===== src/rtl/pixel_writer.sv =====
// Pixel writer: clips incoming pixels to the framebuffer, queues on-screen
// pixels as {address, colour} in a small FIFO and issues them as single writes.
module pixel_writer #(
    parameter int FB_WIDTH  = 640,
    parameter int FB_HEIGHT = 480,
    parameter int DEPTH     = 8,
    parameter int ADDR_W    = 19,
    parameter int COLOR_W   = 8
) (
    input  logic               clk,
    input  logic               rst_n,
    input  logic               pix_valid,
    output logic               pix_ready,
    input  logic [15:0]        pix_x,
    input  logic [15:0]        pix_y,
    input  logic [COLOR_W-1:0] pix_color,
    output logic               mem_req,
    output logic [ADDR_W-1:0]  mem_addr,
    output logic [COLOR_W-1:0] mem_wdata,
    input  logic               mem_ack,
    output logic               busy,
    output logic [15:0]        clip_count
);

    localparam int PTR_W = $clog2(DEPTH);
    localparam int ENT_W = ADDR_W + COLOR_W;
    localparam logic [PTR_W:0] PTR_ONE = (PTR_W+1)'(1);

    // state | meaning
    // IDLE  | no write outstanding; pops the FIFO head when one is present
    // REQ   | mem_req held with stable address/data until mem_ack
    typedef enum logic [0:0] {
        ST_IDLE = 1'b0,
        ST_REQ  = 1'b1
    } state_t;

    state_t               state_q;
    logic                 mem_req_q;
    logic [ADDR_W-1:0]    mem_addr_q;
    logic [COLOR_W-1:0]   mem_wdata_q;

    logic [PTR_W:0]       wr_ptr_q, wr_ptr_d;
    logic [PTR_W:0]       rd_ptr_q, rd_ptr_d;
    logic [15:0]          clip_q, clip_d;
    logic [ENT_W-1:0]     fifo_mem_q [DEPTH];

    logic                 fifo_full;
    logic                 fifo_empty;
    logic                 accept;
    logic                 on_screen;
    logic                 push;
    logic                 pop;
    logic [ADDR_W-1:0]    lin_addr;
    logic [ENT_W-1:0]     head;

    // Extra MSB on each pointer separates full from empty when the indices match.
    assign fifo_empty = (wr_ptr_q == rd_ptr_q);
    assign fifo_full  = (wr_ptr_q[PTR_W] != rd_ptr_q[PTR_W]) &&
                        (wr_ptr_q[PTR_W-1:0] == rd_ptr_q[PTR_W-1:0]);

    assign pix_ready = !fifo_full;
    assign accept    = pix_valid && pix_ready;
    assign on_screen = ({16'b0, pix_x} < 32'(FB_WIDTH)) &&
                       ({16'b0, pix_y} < 32'(FB_HEIGHT));
    assign push      = accept && on_screen;
    assign pop       = (state_q == ST_IDLE) && !fifo_empty;

    // Computed in ADDR_W-bit arithmetic, so the result is already truncated.
    assign lin_addr  = ADDR_W'(pix_y) * ADDR_W'(FB_WIDTH) + ADDR_W'(pix_x);
    assign head      = fifo_mem_q[rd_ptr_q[PTR_W-1:0]];

    always_comb begin
        wr_ptr_d = wr_ptr_q;
        rd_ptr_d = rd_ptr_q;
        clip_d   = clip_q;
        if (push) begin
            wr_ptr_d = wr_ptr_q + PTR_ONE;
        end
        if (pop) begin
            rd_ptr_d = rd_ptr_q + PTR_ONE;
        end
        if (accept && !on_screen && (clip_q != 16'hFFFF)) begin
            clip_d = clip_q + 16'd1;
        end
    end

    always_ff @(posedge clk or negedge rst_n) begin
        if (!rst_n) begin
            wr_ptr_q <= '0;
            rd_ptr_q <= '0;
            clip_q   <= '0;
        end else begin
            wr_ptr_q <= wr_ptr_d;
            rd_ptr_q <= rd_ptr_d;
            clip_q   <= clip_d;
        end
    end

    // Storage needs no reset: the pointers alone define which entries are live.
    always_ff @(posedge clk) begin
        if (push) begin
            fifo_mem_q[wr_ptr_q[PTR_W-1:0]] <= {lin_addr, pix_color};
        end
    end

    always_ff @(posedge clk or negedge rst_n) begin
        if (!rst_n) begin
            state_q     <= ST_IDLE;
            mem_req_q   <= 1'b0;
            mem_addr_q  <= '0;
            mem_wdata_q <= '0;
        end else begin
            case (state_q)
                ST_IDLE: begin
                    if (!fifo_empty) begin
                        mem_addr_q  <= head[ENT_W-1:COLOR_W];
                        mem_wdata_q <= head[COLOR_W-1:0];
                        mem_req_q   <= 1'b1;
                        state_q     <= ST_REQ;
                    end
                end
                ST_REQ: begin
                    if (mem_ack) begin
                        mem_req_q <= 1'b0;
                        state_q   <= ST_IDLE;
                    end
                end
                default: begin
                    mem_req_q <= 1'b0;
                    state_q   <= ST_IDLE;
                end
            endcase
        end
    end

    assign mem_req    = mem_req_q;
    assign mem_addr   = mem_addr_q;
    assign mem_wdata  = mem_wdata_q;
    assign busy       = !fifo_empty || (state_q == ST_REQ);
    assign clip_count = clip_q;

endmodule


===== config.mk =====
export PLATFORM = sky130hd
export DESIGN_NAME = pixel_writer
export DESIGN_NICKNAME = d
export VERILOG_FILES = /design/src/rtl/pixel_writer.sv
export SDC_FILE = /design/constraint.sdc
export NUM_CORES = 1
export LEC_CHECK = 0
export CAP_MARGIN = 10
export CORE_MARGIN = 4
export CORE_UTILIZATION = 55
export CTS_BUF_LIST = sky130_fd_sc_hd__clkbuf_16
export CTS_CLUSTER_DIAMETER = 40
export DETAILED_ROUTE_END_ITERATION = 10
export MAX_ROUTING_LAYER = met4
export PLACE_DENSITY = 0.86
export SLEW_MARGIN = 20
export SYNTH_ARGS = -nofsm -noshare
export SYNTH_HDL_FRONTEND = slang
export SYNTH_SLANG_ARGS = --single-unit

===== constraint.sdc =====
create_clock -name clk -period 4.7 [get_ports clk]
set_input_delay 0.94 -clock clk [delete_from_list [all_inputs] [get_ports clk]]
set_output_delay 0.94 -clock clk [all_outputs]
set_load 0.02 [all_outputs]

==> results of run 1 <==
==> power breakdown <==
| part | leakage [nW] | internal [mW] | switching [mW] |
|---|---|---|---|
| clock | 0.442 | 1.11 | 0.876 |
| combinational | 1.73 | 1.03 | 1.16 |
| sequential | 2.57 | 2.85 | 0.130 |
==> sequential cells by signal, summed over array words and instances, names as in the netlist <==
signal / count
clip_count: 16
fifo_mem_q: 216
mem_addr: 19
mem_req: 1
mem_wdata: 8
rd_ptr_q: 4
state_q: 1
wr_ptr_q: 4
==> area by class of cell <==
class                      count  area [um2]
timing repair buffer         109        1040
inverter                      10       37.54
fill                        1281        6803
clock buffer                  27       675.6
tap                          270       337.8
sequential                   269        7819
clock inverter                22       156.4
multi-input combinational    327        3301
==> critical path: stages <==
cell	delay, ns
clkdlybuf4s50_1	0.46
ha_1	0.31
ha_1	0.36
and3_1	0.19
a221o_1	0.33
nor2_1	0.12
xnor2_1	0.17
ha_1	0.27
a21o_1	0.21
a2111oi_0	0.30
nor3_1	0.15
nand3_1	0.10
xor2_1	0.46
==> worst paths after layout <==
path	slack (ns)	endpoint	start
worst max register to register	1.89	fifo_mem_q[3][24]$_DFFE_PP_	wr_ptr_q[0]$_DFFE_PN0P_
max in group asynchronous	3.45	rd_ptr_q[0]$_DFFE_PN0P_	rst_n
worst max-delay path	0.59	fifo_mem_q[3][26]$_DFFE_PP_	pix_y[5]
worst min register to register	0.47	mem_req$_DFFE_PN0P_	state_q$_DFF_PN0_
worst min-delay path	0.36	mem_wdata[6]$_DFFE_PN0P_	rst_n
min in group clk	0.47	mem_req$_DFFE_PN0P_	state_q$_DFF_PN0_
==> through the flow <==
step,std cells,utilization,power (mW)
finish,1034,0.6627,7.161
global route,1034,0.6627,7.501
CTS,1034,0.6625,7.209
detailed placement,985,0.6212,5.205
global placement,985,0.6212,5.119
floorplan,632,-,4.532
==> routing by layer <==
| metal | global-route usage | up-vias |
|---|---|---|
| li1 | - | 2714 |
| met1 | 0.2815 | 3127 |
| met2 | 0.3603 | 265 |
| met3 | 0.03651 | 53 |
| met4 | 0.06664 | 0 |
| met5 | - | - |
==> synth_stat cells, types with 3 or more instances <==
cell type | instances | area share
o31a_1 | 4 | 0.0031
o21a_1 | 6 | 0.0040
buf_4 | 6 | 0.0040
mux2i_1 | 27 | 0.024
inv_1 | 9 | 0.0030
xor2_1 | 10 | 0.0078
dfrtp_1 | 53 | 0.12
mux2_2 | 3 | 0.0030
edfxtp_1 | 216 | 0.58
ha_1 | 30 | 0.033
nor3_1 | 6 | 0.0027
a21o_1 | 4 | 0.0027
a21oi_1 | 38 | 0.017
clkbuf_1 | 5 | 0.0017
buf_2 | 10 | 0.0044
xnor2_1 | 28 | 0.022
and3_1 | 5 | 0.0028
o21ai_0 | 7 | 0.0031
nand2_1 | 12 | 0.0040
nor4_1 | 3 | 0.0017
nand3_1 | 4 | 0.0018
mux4_2 | 54 | 0.11
nor2_1 | 39 | 0.013
nand4_1 | 11 | 0.0061
nor3b_1 | 4 | 0.0027
==> kinds of logic (layout without fill, tap and decap cells) <==
group / count (synthesis) / after routing
AO/OA/AOI/OAI: 73 / 73
XOR/XNOR: 38 / 38
adder cells (fa/ha/maj): 32 / 32
buffers and inverters: 36 / 168
flip-flops: 269 / 269
multiplexers: 84 / 84
AND/OR/NAND/NOR: 100 / 100
==> metrics.txt, run 1 <==
status=complete, no violations; Port Buf Inserts=89; leakage=4.748 nW; Metal-1 WL=8958 um; global-route wire length before repair=36640 um; crit share post-route=0.8736; layout cells sized above 1=0.1859; area of the mapped netlist=11260 um2; number of synthesized flops with an enable pin=216; Arr. time, crit path=4.37 ns; area delta synth->final=18.70%; wirelength, routed=23260 um; Root Driver=clkbuf_16; Post-Syn Instances=632; Ant. Diodes=0; met2 wire len=11920 um; Final Hold Fails=0; synth warn=0; Die X=151.1 um; post-route cell area=13370 um2; leading cell type in the layout, fill and taps excluded=edfxtp_1; worst vdd ir=294.9 uV; Worst-path clk slew=0.06 ns; Final Max Slew Viols=0; fraction of registers with async set/reset=0.1970; top sig layer=met4; Syn Area/Cell=17.82 um2; CTS tree=built; DRC Markers=0; worst-path maximum fanout=8; Place WS=0.06620 ns; largest family of logic cells by synthesized area=multiplexers; Pre-Repair DR Iteration Count=4; Tot GR Track Use=0.2178; post-synthesis mux area share=0.1350; Core Region=20170 um2; Max Clk Rate=0.2436 GHz; Layout Skew=0.03443 ns; post-placement cell area=12530 um2; final setup violation count=0; simple-gate share of the synthesized area=0.04689; hold slack=0.3630 ns; nets=820; Critical Path Start Type=input pin; Hold WC Path Type=in2async; vias in the first global route=6565; Via density=5.956; worst path required time=4.97 ns; largest net degree at the start of global routing=59; Starting Density=0.5583; FF+latch count, synth=269; PwrDens=535.8 nW/um2; Least-Margin Pin Slew=0.8029 ns; RSZ-0062 raised after global routing=false; CTS max path bufs=3; Hold-fix buffers, CTS=0; xor and xnor area share after synthesis=0.02956; Overflow after GRT=0; antenna-violating nets left=0; setup bufs post-CTS=0; Die Ht=151.1 um; crit path kind=in2reg; sequential area share after synthesis=0.6938; minimum clock period=4.106 ns; WL met3=1770 um; adder-cell share of the synthesized area=0.03689; final worst slack=0.5941 ns; crit end category=flop; CTS sink cnt=269; Num CTS Buffers=27; setup_tns=0 ns; syn_nets=708; WL per Instance=22.49 um; Synth Flop Type=edfxtp_1; io pins=90; initial antenna violation count=0; RD Place Congestion=0.8810; DR vias=6159; synth unique cells=55; worst reg2reg path depth=7; Compound-Gate Fraction of Synth Area=0.04167; H-tree depth=1; most frequent cells in the layout=216 x edfxtp_1, 88 x clkdlybuf4s50_1, 54 x mux4_2; worst skew pair latency=0.56 ns; post-detail-place hpwl=14020 um; cts repair resizes=0; Max Cap Viol=0; Worst slew margin=0.4647; FP Rows=52; initial DRC count=490; DIE AREA=22830 um2
No activity file was read; power rests on OpenSTA's default activity.
==> run 2, diff against run 1 <==
--- a/config.mk
+++ b/config.mk
@@ -5,6 +5,7 @@
 export SDC_FILE = /design/constraint.sdc
 export NUM_CORES = 1
 export LEC_CHECK = 0
+export ABC_CLOCK_PERIOD_IN_PS = 4700
 export CAP_MARGIN = 10
 export CORE_MARGIN = 4
 export CORE_UTILIZATION = 55
==> results of run 2 <==
No change in the layout: final DEF, timing and power equal those of run 1.
==> run 3, diff against run 2 <==
--- a/config.mk
+++ b/config.mk
@@ -10,7 +10,6 @@
 export CORE_MARGIN = 4
 export CORE_UTILIZATION = 55
 export CTS_BUF_LIST = sky130_fd_sc_hd__clkbuf_16
-export CTS_CLUSTER_DIAMETER = 40
 export DETAILED_ROUTE_END_ITERATION = 10
 export MAX_ROUTING_LAYER = met4
 export PLACE_DENSITY = 0.86
==> run 3 against run 2 <==
Compared with the run above: via count is 0.50% lower; utilization down 0.42 points; critical path depth did not move; worst setup slack worse by 0.042 ns; count of clock-buffer cells in the layout down 2; sequential share of layout area rose by 0.37 points; hold slack improved by 0.044 ns; first-iteration DRC count shrank 9.4%; fmax fell by 1.0%; design area shrank 0.64%.
==> metrics.txt, run 3 (synthesized netlist as in run 1, its figures left out) <==
Layout Skew=0.01620 ns (was 0.03443 ns); vias in the first global route=6496 (was 6565); worst path required time=4.93 ns (was 4.97 ns); r2r setup slk=1.83 ns (was 1.89 ns); Worst-path clk slew=0.06 ns (about the same); RD Place Congestion=0.8810 (unchanged); crit-path max cell delay=0.48 ns (was 0.46 ns); Reg area=7819 um2 (unchanged); cts repair resizes=0 (unchanged); initial DRC count=444 (was 490); CP endpoint=fifo_mem_q[5][26]$_DFFE_PP_ (was fifo_mem_q[3][26]$_DFFE_PP_); io pins=90 (unchanged); Pre-Repair DR Iteration Count=5 (was 4); DRC Markers=0 (unchanged); minimum clock period=4.148 ns (was 4.106 ns); Port Buf Inserts=89 (unchanged); Num CTS Buffers=25 (was 27); worst skew pair latency=0.52 ns (was 0.56 ns); Overflow after GRT=0 (unchanged); area delta synth->final=17.94% (was 18.70%); crit share post-route=0.8826 (was 0.8736); routing usage on met3=0.03830 (was 0.03651); worst vdd ir=300.0 uV (was 294.9 uV); Via density=5.944 (was 5.956); Critical Path Start Type=input pin (unchanged); met1 Use GR=0.2784 (was 0.2815); Ant. Diodes=0 (unchanged); reg2reg start=wr_ptr_q[0]$_DFFE_PN0P_ (unchanged); reg2reg end=fifo_mem_q[3][15]$_DFFE_PP_ (was fifo_mem_q[3][24]$_DFFE_PP_); grt met2 use=0.3534 (was 0.3603); cell count along the critical path=13 (unchanged); nets=818 (was 820); worst-path maximum fanout=8 (unchanged); Max Clk Rate=0.2411 GHz (was 0.2436 GHz); post-detail-place hpwl=14020 um (unchanged); Max Cap Viol=0 (unchanged); RSZ-0062 raised after global routing=false (unchanged); WL per Instance=22.35 um (was 22.49 um); crit path kind=in2reg (unchanged); wirelength, routed=23040 um (was 23260 um); layout cells sized above 1=0.1800 (was 0.1859); Least-Margin Pin Slew=0.8014 ns (was 0.8029 ns); setup_tns=0 ns (unchanged); DIE AREA=22830 um2 (unchanged); CP Cell Sequence=clkdlybuf4s50_1 -> ha_1 -> ha_1 -> and3_1 -> a221o_1 -> nor2_1 -> xnor2_1 -> ha_1 -> a21o_1 -> a2111oi_0 -> nor3_1 -> nand3_1 -> xor2_1 (unchanged); Arr. time, crit path=4.38 ns (was 4.37 ns); DR vias=6128 (was 6159); Die Ht=151.1 um (unchanged); Worst slew margin=0.4657 (was 0.4647); CTS sink cnt=269 (unchanged); Die X=151.1 um (unchanged); leading cell type in the layout, fill and taps excluded=edfxtp_1 (unchanged); dpl cells=985 (unchanged); Final Non-Filler Cells=1031 (was 1034); final setup violation count=0 (unchanged); Most common cell on crit path=ha_1 (unchanged); setup bufs post-CTS=0 (unchanged); Final Max Slew Viols=0 (unchanged); global-route wire length before repair=36240 um (was 36640 um); max reg flops=216 (unchanged); fillcell total=1294 (was 1281); largest net degree at the start of global routing=59 (unchanged); status=complete, no violations (unchanged); Hold-fix buffers, CTS=0 (unchanged); Root Driver=clkbuf_16 (unchanged); PwrDens=527.4 nW/um2 (was 535.8 nW/um2); Core Region=20170 um2 (unchanged); Final Hold Fails=0 (unchanged); crit end category=flop (unchanged); Starting Density=0.5583 (unchanged); CTS max path bufs=3 (unchanged); area of the multi-input gates=3301 um2 (unchanged); antenna-violating nets left=0 (unchanged); family with the most delay on the worst path=adder cells (unchanged); CTS tree=built (unchanged); FP Rows=52 (unchanged); leakage=4.709 nW (was 4.748 nW); initial antenna violation count=0 (unchanged); worst reg2reg path depth=7 (unchanged); Tot GR Track Use=0.2146 (was 0.2178); most frequent cells in the layout=216 x edfxtp_1, 88 x clkdlybuf4s50_1, 54 x mux4_2 (unchanged); Top Usage Layer GRT=met2 (unchanged); H-tree depth=1 (unchanged); WP buf/inv=1 (unchanged); worst setup path start=pix_y[5] (unchanged); slowest CP cell=xor2_1 (was clkdlybuf4s50_1); Hold WC Path Type=in2async (unchanged)
## run 3: power by group
| group | internal (mW) | leakage [nW] | switching, mW |
|---|---|---|---|
| clock network | 1.02 | 0.403 | 0.820 |
| logic | 1.03 | 1.73 | 1.15 |
| registers | 2.85 | 2.57 | 0.126 |
## run 3: area by class of cell
cell class / instances / area share
sequential: 269 / 0.5887
multi-input combinational: 327 / 0.2485
timing repair buffer: 109 / 0.07829
clock buffer: 25 / 0.04710
tap: 270 / 0.02544
clock inverter: 21 / 0.009138
inverter: 10 / 0.002826
## run 3: per-stage QoR
step	instance area [um2]	setup slack (ns)	total power, mW	hold WS, ns	utilization
finish	13280	0.5516	7.004	0.4069	0.6585
global route	13280	0.2831	7.348	0.4364	0.6585
CTS	13280	0.5463	7.062	0.4173	0.6583
detailed placement	12530	0.06620	5.205	0.4725	0.6212
global placement	12530	0.2824	5.119	0.4569	0.6212
floorplan	11260	0.4154	4.532	0.4416	-
## run 3: metal layers
layer	part of all wire	up-vias
met3	0.076	47
li1	-	2710
met4	0.024	0
met2	0.51	269
met1	0.39	3102
met5	0	-
## run 3: how the worst min path moves through the flow
| stage | from | endpoint | slack (ns) | depth (start not counted) |
|---|---|---|---|---|
| 5_1_grt | rst_n | mem_wdata[1]$_DFFE_PN0P_ | 0.44 | 1 |
| 6_report | rst_n | mem_wdata[5]$_DFFE_PN0P_ | 0.41 | 1 |
| 4_1_cts | rst_n | mem_wdata[5]$_DFFE_PN0P_ | 0.42 | 1 |
| 3_3_place_gp | state_q$_DFF_PN0_ | mem_req$_DFFE_PN0P_ | 0.46 | 1 |
| 2_1_floorplan | state_q$_DFF_PN0_ | mem_req$_DFFE_PN0P_ | 0.44 | 1 |
| 3_5_place_dp | state_q$_DFF_PN0_ | mem_req$_DFFE_PN0P_ | 0.47 | 1 |
